### src/rtl/pong_capture_pkg.sv
// Shared types and helpers for the pong frame-capture blocks.
// Holds the capture state encoding and frame-size arithmetic.
package pong_capture_pkg;

  typedef enum logic [1:0] {
    IDLE    = 2'd0,
    SYNC    = 2'd1,
    CAPTURE = 2'd2,
    DONE    = 2'd3
  } cap_state_t;

  localparam int RGB_W = 24;

  function automatic int pixels_per_frame(input int width, input int height);
    return width * height;
  endfunction

endpackage

### src/rtl/vs_edge_detect.sv
// Registers an active-low vsync and flags its falling edge (start of frame).
// The register resets high so releasing reset never fakes a frame start.
module vs_edge_detect (
  input  logic clk,
  input  logic reset_n,
  input  logic vs,
  output logic vs_fall
);

  logic vs_d;

  always_ff @(posedge clk or negedge reset_n) begin
    if (!reset_n) vs_d <= 1'b1;
    else          vs_d <= vs;
  end

  assign vs_fall = vs_d & ~vs;

endmodule

### src/rtl/frame_capture_ctrl.sv
// Frame-aligned capture sequencer: arms, skips whole frames, then strobes
// exactly one frame's active pixels with a linear index into a sink.
module frame_capture_ctrl
  import pong_capture_pkg::*;
#(
  parameter int WIDTH       = 640,
  parameter int HEIGHT      = 480,
  parameter int INDEX_WIDTH = 19,
  parameter int SKIP_WIDTH  = 8
) (
  input  logic                   clk,
  input  logic                   reset_n,
  input  logic                   arm,
  input  logic                   abort,
  input  logic [SKIP_WIDTH-1:0]  skip_frames,
  input  logic                   VGA_VS,
  input  logic                   VGA_BLANK_N,
  input  logic [7:0]             VGA_R,
  input  logic [7:0]             VGA_G,
  input  logic [7:0]             VGA_B,
  output logic                   cap_valid,
  output logic [INDEX_WIDTH-1:0] cap_index,
  output logic [RGB_W-1:0]       cap_rgb,
  output logic                   busy,
  output logic                   done,
  output logic                   err_short
);

  localparam int PIX = pixels_per_frame(WIDTH, HEIGHT);
  localparam logic [INDEX_WIDTH-1:0] LAST_IDX = INDEX_WIDTH'(PIX - 1);

  cap_state_t             state, state_next;
  logic [INDEX_WIDTH-1:0] pix_cnt;
  logic [SKIP_WIDTH-1:0]  skip_cnt;
  logic                   vs_fall;
  logic                   accept_arm, start_cap, skip_dec, take_pix, short_end;

  vs_edge_detect u_vs_edge (
    .clk     (clk),
    .reset_n (reset_n),
    .vs      (VGA_VS),
    .vs_fall (vs_fall)
  );

  always_ff @(posedge clk or negedge reset_n) begin
    if (!reset_n) state <= IDLE;
    else          state <= state_next;
  end

  // abort wins over arm, vs_fall and pixel acceptance in the same cycle
  always_comb begin
    state_next = state;
    accept_arm = 1'b0;
    start_cap  = 1'b0;
    skip_dec   = 1'b0;
    take_pix   = 1'b0;
    short_end  = 1'b0;
    if (abort) begin
      state_next = IDLE;
    end else begin
      case (state)
        IDLE, DONE: begin
          if (arm) begin
            accept_arm = 1'b1;
            state_next = SYNC;
          end
        end
        SYNC: begin
          if (vs_fall) begin
            if (skip_cnt == '0) begin
              start_cap  = 1'b1;
              state_next = CAPTURE;
            end else begin
              skip_dec = 1'b1;
            end
          end
        end
        CAPTURE: begin
          if (vs_fall) begin
            short_end  = 1'b1;
            state_next = DONE;
          end else if (VGA_BLANK_N) begin
            take_pix = 1'b1;
            if (pix_cnt == LAST_IDX) state_next = DONE;
          end
        end
        default: state_next = IDLE;
      endcase
    end
  end

  // registered capture stage: outputs lag the sampled pixel by one cycle
  always_ff @(posedge clk or negedge reset_n) begin
    if (!reset_n) begin
      cap_valid <= 1'b0;
      cap_index <= '0;
      cap_rgb   <= '0;
      busy      <= 1'b0;
      done      <= 1'b0;
      err_short <= 1'b0;
      pix_cnt   <= '0;
      skip_cnt  <= '0;
    end else begin
      cap_valid <= take_pix;
      if (take_pix) begin
        cap_index <= pix_cnt;
        cap_rgb   <= {VGA_R, VGA_G, VGA_B};
        pix_cnt   <= pix_cnt + INDEX_WIDTH'(1);
      end
      if (start_cap) pix_cnt <= '0;
      if (accept_arm) begin
        skip_cnt  <= skip_frames;
        err_short <= 1'b0;
      end else if (skip_dec) begin
        skip_cnt <= skip_cnt - SKIP_WIDTH'(1);
      end
      if (short_end) err_short <= 1'b1;
      busy <= (state_next == SYNC) || (state_next == CAPTURE);
      done <= (state_next == DONE) && (state != DONE);
    end
  end

endmodule

### config.mk
export PLATFORM = sky130hd
export DESIGN_NAME = frame_capture_ctrl
export DESIGN_NICKNAME = d
export VERILOG_FILES = /design/src/rtl/pong_capture_pkg.sv /design/src/rtl/vs_edge_detect.sv /design/src/rtl/frame_capture_ctrl.sv
export SDC_FILE = /design/constraint.sdc
export NUM_CORES = 1
export LEC_CHECK = 0
export BUFFER_PORTS_ARGS = -buffer_cell sky130_fd_sc_hd__buf_2
export CELL_PAD_IN_SITES_DETAIL_PLACEMENT = 0
export CELL_PAD_IN_SITES_GLOBAL_PLACEMENT = 1
export CORE_MARGIN = 2
export CORE_UTILIZATION = 40
export CTS_CLUSTER_SIZE = 40
export DETAILED_ROUTE_END_ITERATION = 7
export GPL_ROUTABILITY_DRIVEN = 0
export PLACE_DENSITY_LB_ADDON = 0.1
export SKIP_CTS_REPAIR_TIMING = 1
export SYNTH_ARGS = -nofsm -noshare
export SYNTH_HDL_FRONTEND = slang
export SYNTH_HIERARCHICAL = 1
export SYNTH_SLANG_ARGS = --single-unit
### constraint.sdc
create_clock -name clk -period 3.9 [get_ports clk]
set_input_delay 0.78 -clock clk [delete_from_list [all_inputs] [get_ports clk]]
set_output_delay 0.78 -clock clk [all_outputs]
set_load 0.01 [all_outputs]
==> metrics <==
hold path start cap_rgb[0]; Setup Skew 0.008341 ns; Net Sw Power 0.3729 mW; slew margin rel. 34.86%; Post-synth EDFFs 0; Area after DPL 3994 µm²; CTS Buf Count 9; buffer depth of the longest clock path 2; Rows 34; Seq/Total Area, Yosys 55.31%; final WL 7824 µm; Worst setup EP type flip-flop; Tightest Pin Transition 0.9771 ns; Tmin final 2.296 ns; complex-gate fraction of the synthesized area 6.353%; max-slew violation count 0; share of layout cells above drive strength 1 23.33%; core footprint 8593 µm²; antenna-violating nets left 0; outcome complete, no violations; wire per inst 13.70 µm; simple-gate share of the synthesized area 28.75%; starting DRC count in detailed routing 138; Final Hold Fails 0; Worst-path clk slew 0.08 ns; Ant. Diodes 0; Final Setup Violations 0; vias in the first global route 2630; initial antenna violation count 0; register area 1928 µm²; fin util 48.94%; port bufs 84; clock network power share 39.8%; first-pass GRT wire length 13170 µm; die area 9477 µm²; synth warn 6; critical path type reg2reg; Pre-antenna DRT Iters 4; Synth Register Bits 77; top achievable clock speed 435.6 MHz; Horiz. Die Dim 97.35 µm; Synth Area in Adders 2.513%; CTS H-Tree Depth 3; CTS tree yes; Worst path slowest cell or4_1; CTS Sinks 77; Internal 1.216 mW; P_leak 2.285 nW; Main synth FF type dfrtp_1; Total Nets Final 503; Overall Power 1.589 mW; GRT Total Usage 17.38%; Crit. Startpoint state[0]; CP bufs+invs 1; vias per cell 4.909; Largest delay share family, worst path adder cells; area delta synth->final 20.64%; Non-Filler Instances 571; grt met2 use 27.30%; Avg Inst Size Synth 9.222 µm²; Initial Util 40.56%; grt met3 use 3.381%; fill cell count 873; Crit path top cell by count ha_1; syn nets 423; Arr. time, crit path 2.53 ns; max cap viols 0; FF-to-FF Start state[0]; P per Cell Area 377.9 nW/µm²; Logic pwr share 6.8%; I/O pins 85; grt peak-use layer met2; Netlist cell types 43; switch share 23.46%; Post-Synth XOR/XNOR Area 3.518%; TNS Setup 0 ns; Die Y 97.35 µm; commonest non-fill, non-tap cell in the layout nand2_1; via count 2803; Post-Syn Area 3486 µm²; Final Instance Area 4205 µm²; Synth async-reset ratio 100.0%; CP max FO 6; clk root buf clkbuf_8; HP Class reg2reg; Critical Path, Cell by Cell inv_1 > ha_1 > o2111ai_1 > or4_1 > a221oi_1 > ha_1; most frequent cells in the layout 136 x nand2_1, 83 x buf_2, 76 x dfrtp_1; largest family of logic cells by synthesized area simple AND/OR/NAND/NOR gates; clock latency on the worst-skew pair 0.35 ns; grt met1 use 23.52%; multi-input logic area 1470 µm²; multiplexer share of the synthesized area 0.8973%; Inst Count DP 555; Seq pwr share 53.4%; CP Launch Type flip-flop; CP required 4.13 ns; grt ovf 0; RSZ-0062 raised after global routing no; detailed placement HPWL 5215 µm; largest net degree at the start of global routing 78; DR DRC count 0; fraction of the cycle the final worst path needs 58.86%; critical path's largest stage delay 0.49 ns; Peak VDD IR 0.1557 mV; synthesized instance count 378
## tightest hold or removal path, delay by kind of cell (launching register included)
family	cells	cell delay, ns
DFF	1	0.34
and+or+nand+nor	2	0.10
## cell families after synthesis
kind of cell,count (synthesis)
AOI/OAI and AO/OA,36
xor gates and xnor gates,14
adders and majority gates,7
buffers and inverters,23
DFF,77
muxes,3
and+or+nand+nor,218
## stage by stage
stage | worst slack [ns] | hold slack, ns
2_1_floorplan | 1.605 | 0.4702
3_3_place_gp | 1.435 | 0.4532
3_5_place_dp | 1.373 | 0.4565
4_1_cts | 1.585 | 0.4758
5_1_grt | 1.378 | 0.4926
6_report | 1.604 | 0.4718
## flip-flops by register name, summed over array words and instances, names as in the netlist
register        flops
cap_rgb            24
cap_index          19
pix_cnt            19
skip_cnt            8
state               2
busy                1
cap_valid           1
done                1
err_short           1
u_vs_edge/vs_d      1
## synthesized netlist by cell type (2+ instances only)
| cell | number | area share [%] |
|---|---|---|
| nor4b_1 | 2 | 0.50 |
| inv_1 | 5 | 0.54 |
| and3_1 | 4 | 0.72 |
| clkbuf_1 | 8 | 0.86 |
| nor3_1 | 3 | 0.43 |
| nand4_1 | 10 | 1.8 |
| a311oi_1 | 2 | 0.50 |
| xnor2_1 | 5 | 1.3 |
| nor2_1 | 25 | 2.7 |
| and4_1 | 3 | 0.75 |
| or3_1 | 6 | 1.1 |
| ha_1 | 7 | 2.5 |
| o31ai_1 | 4 | 0.86 |
| o21ai_0 | 6 | 0.86 |
| nor2b_1 | 3 | 0.54 |
| nor4_1 | 3 | 0.54 |
| nand3b_1 | 3 | 0.65 |
| nand3_1 | 8 | 1.1 |
| buf_1 | 6 | 0.65 |
| nand2_1 | 136 | 15 |
| xor2_1 | 9 | 2.3 |
| dfrtp_1 | 76 | 55 |
| or4_1 | 5 | 1.1 |
| buf_2 | 2 | 0.29 |
| mux2i_1 | 2 | 0.57 |
| a211oi_1 | 2 | 0.43 |
| a21oi_1 | 16 | 2.3 |
| and2_1 | 2 | 0.36 |
## path summary, 6_finish.rpt
check,end,slack [ns],depth (start not counted)
max,busy,1.60,6
min,cap_rgb[0],0.47,2
max reg2reg,busy,1.60,6
min reg2reg,cap_rgb[0],0.47,2
max in group asynchronous,cap_rgb[5],2.67,1
min in group asynchronous,cap_index[16],0.57,1
## layout make-up
type | count | area share (%)
clock buffers | 13 | 4.017
clock inverters | 3 | 1.012
inverters | 6 | 0.5356
multi-input cells | 278 | 34.96
flip-flops and latches | 77 | 45.85
well taps | 108 | 3.213
repair buffers | 86 | 10.41
## layer usage
metal	vias to the layer above	routed length (µm)	share of wire (%)
met5	-	0	0
met4	0	142	1.8
met3	12	279	3.6
met2	50	3723	48
met1	1321	3680	47
li1	1420	-	-
## power groups by stage
stage	Sequential (mW)	Clock, mW	Combinational [mW]
floorplan	0.856	0	0.0648
global placement	0.864	0	0.108
detailed placement	0.865	0	0.111
CTS	0.849	0.654	0.112
global route	0.854	0.684	0.125
finish	0.849	0.632	0.108
No activity file was read; power rests on OpenSTA's default activity.
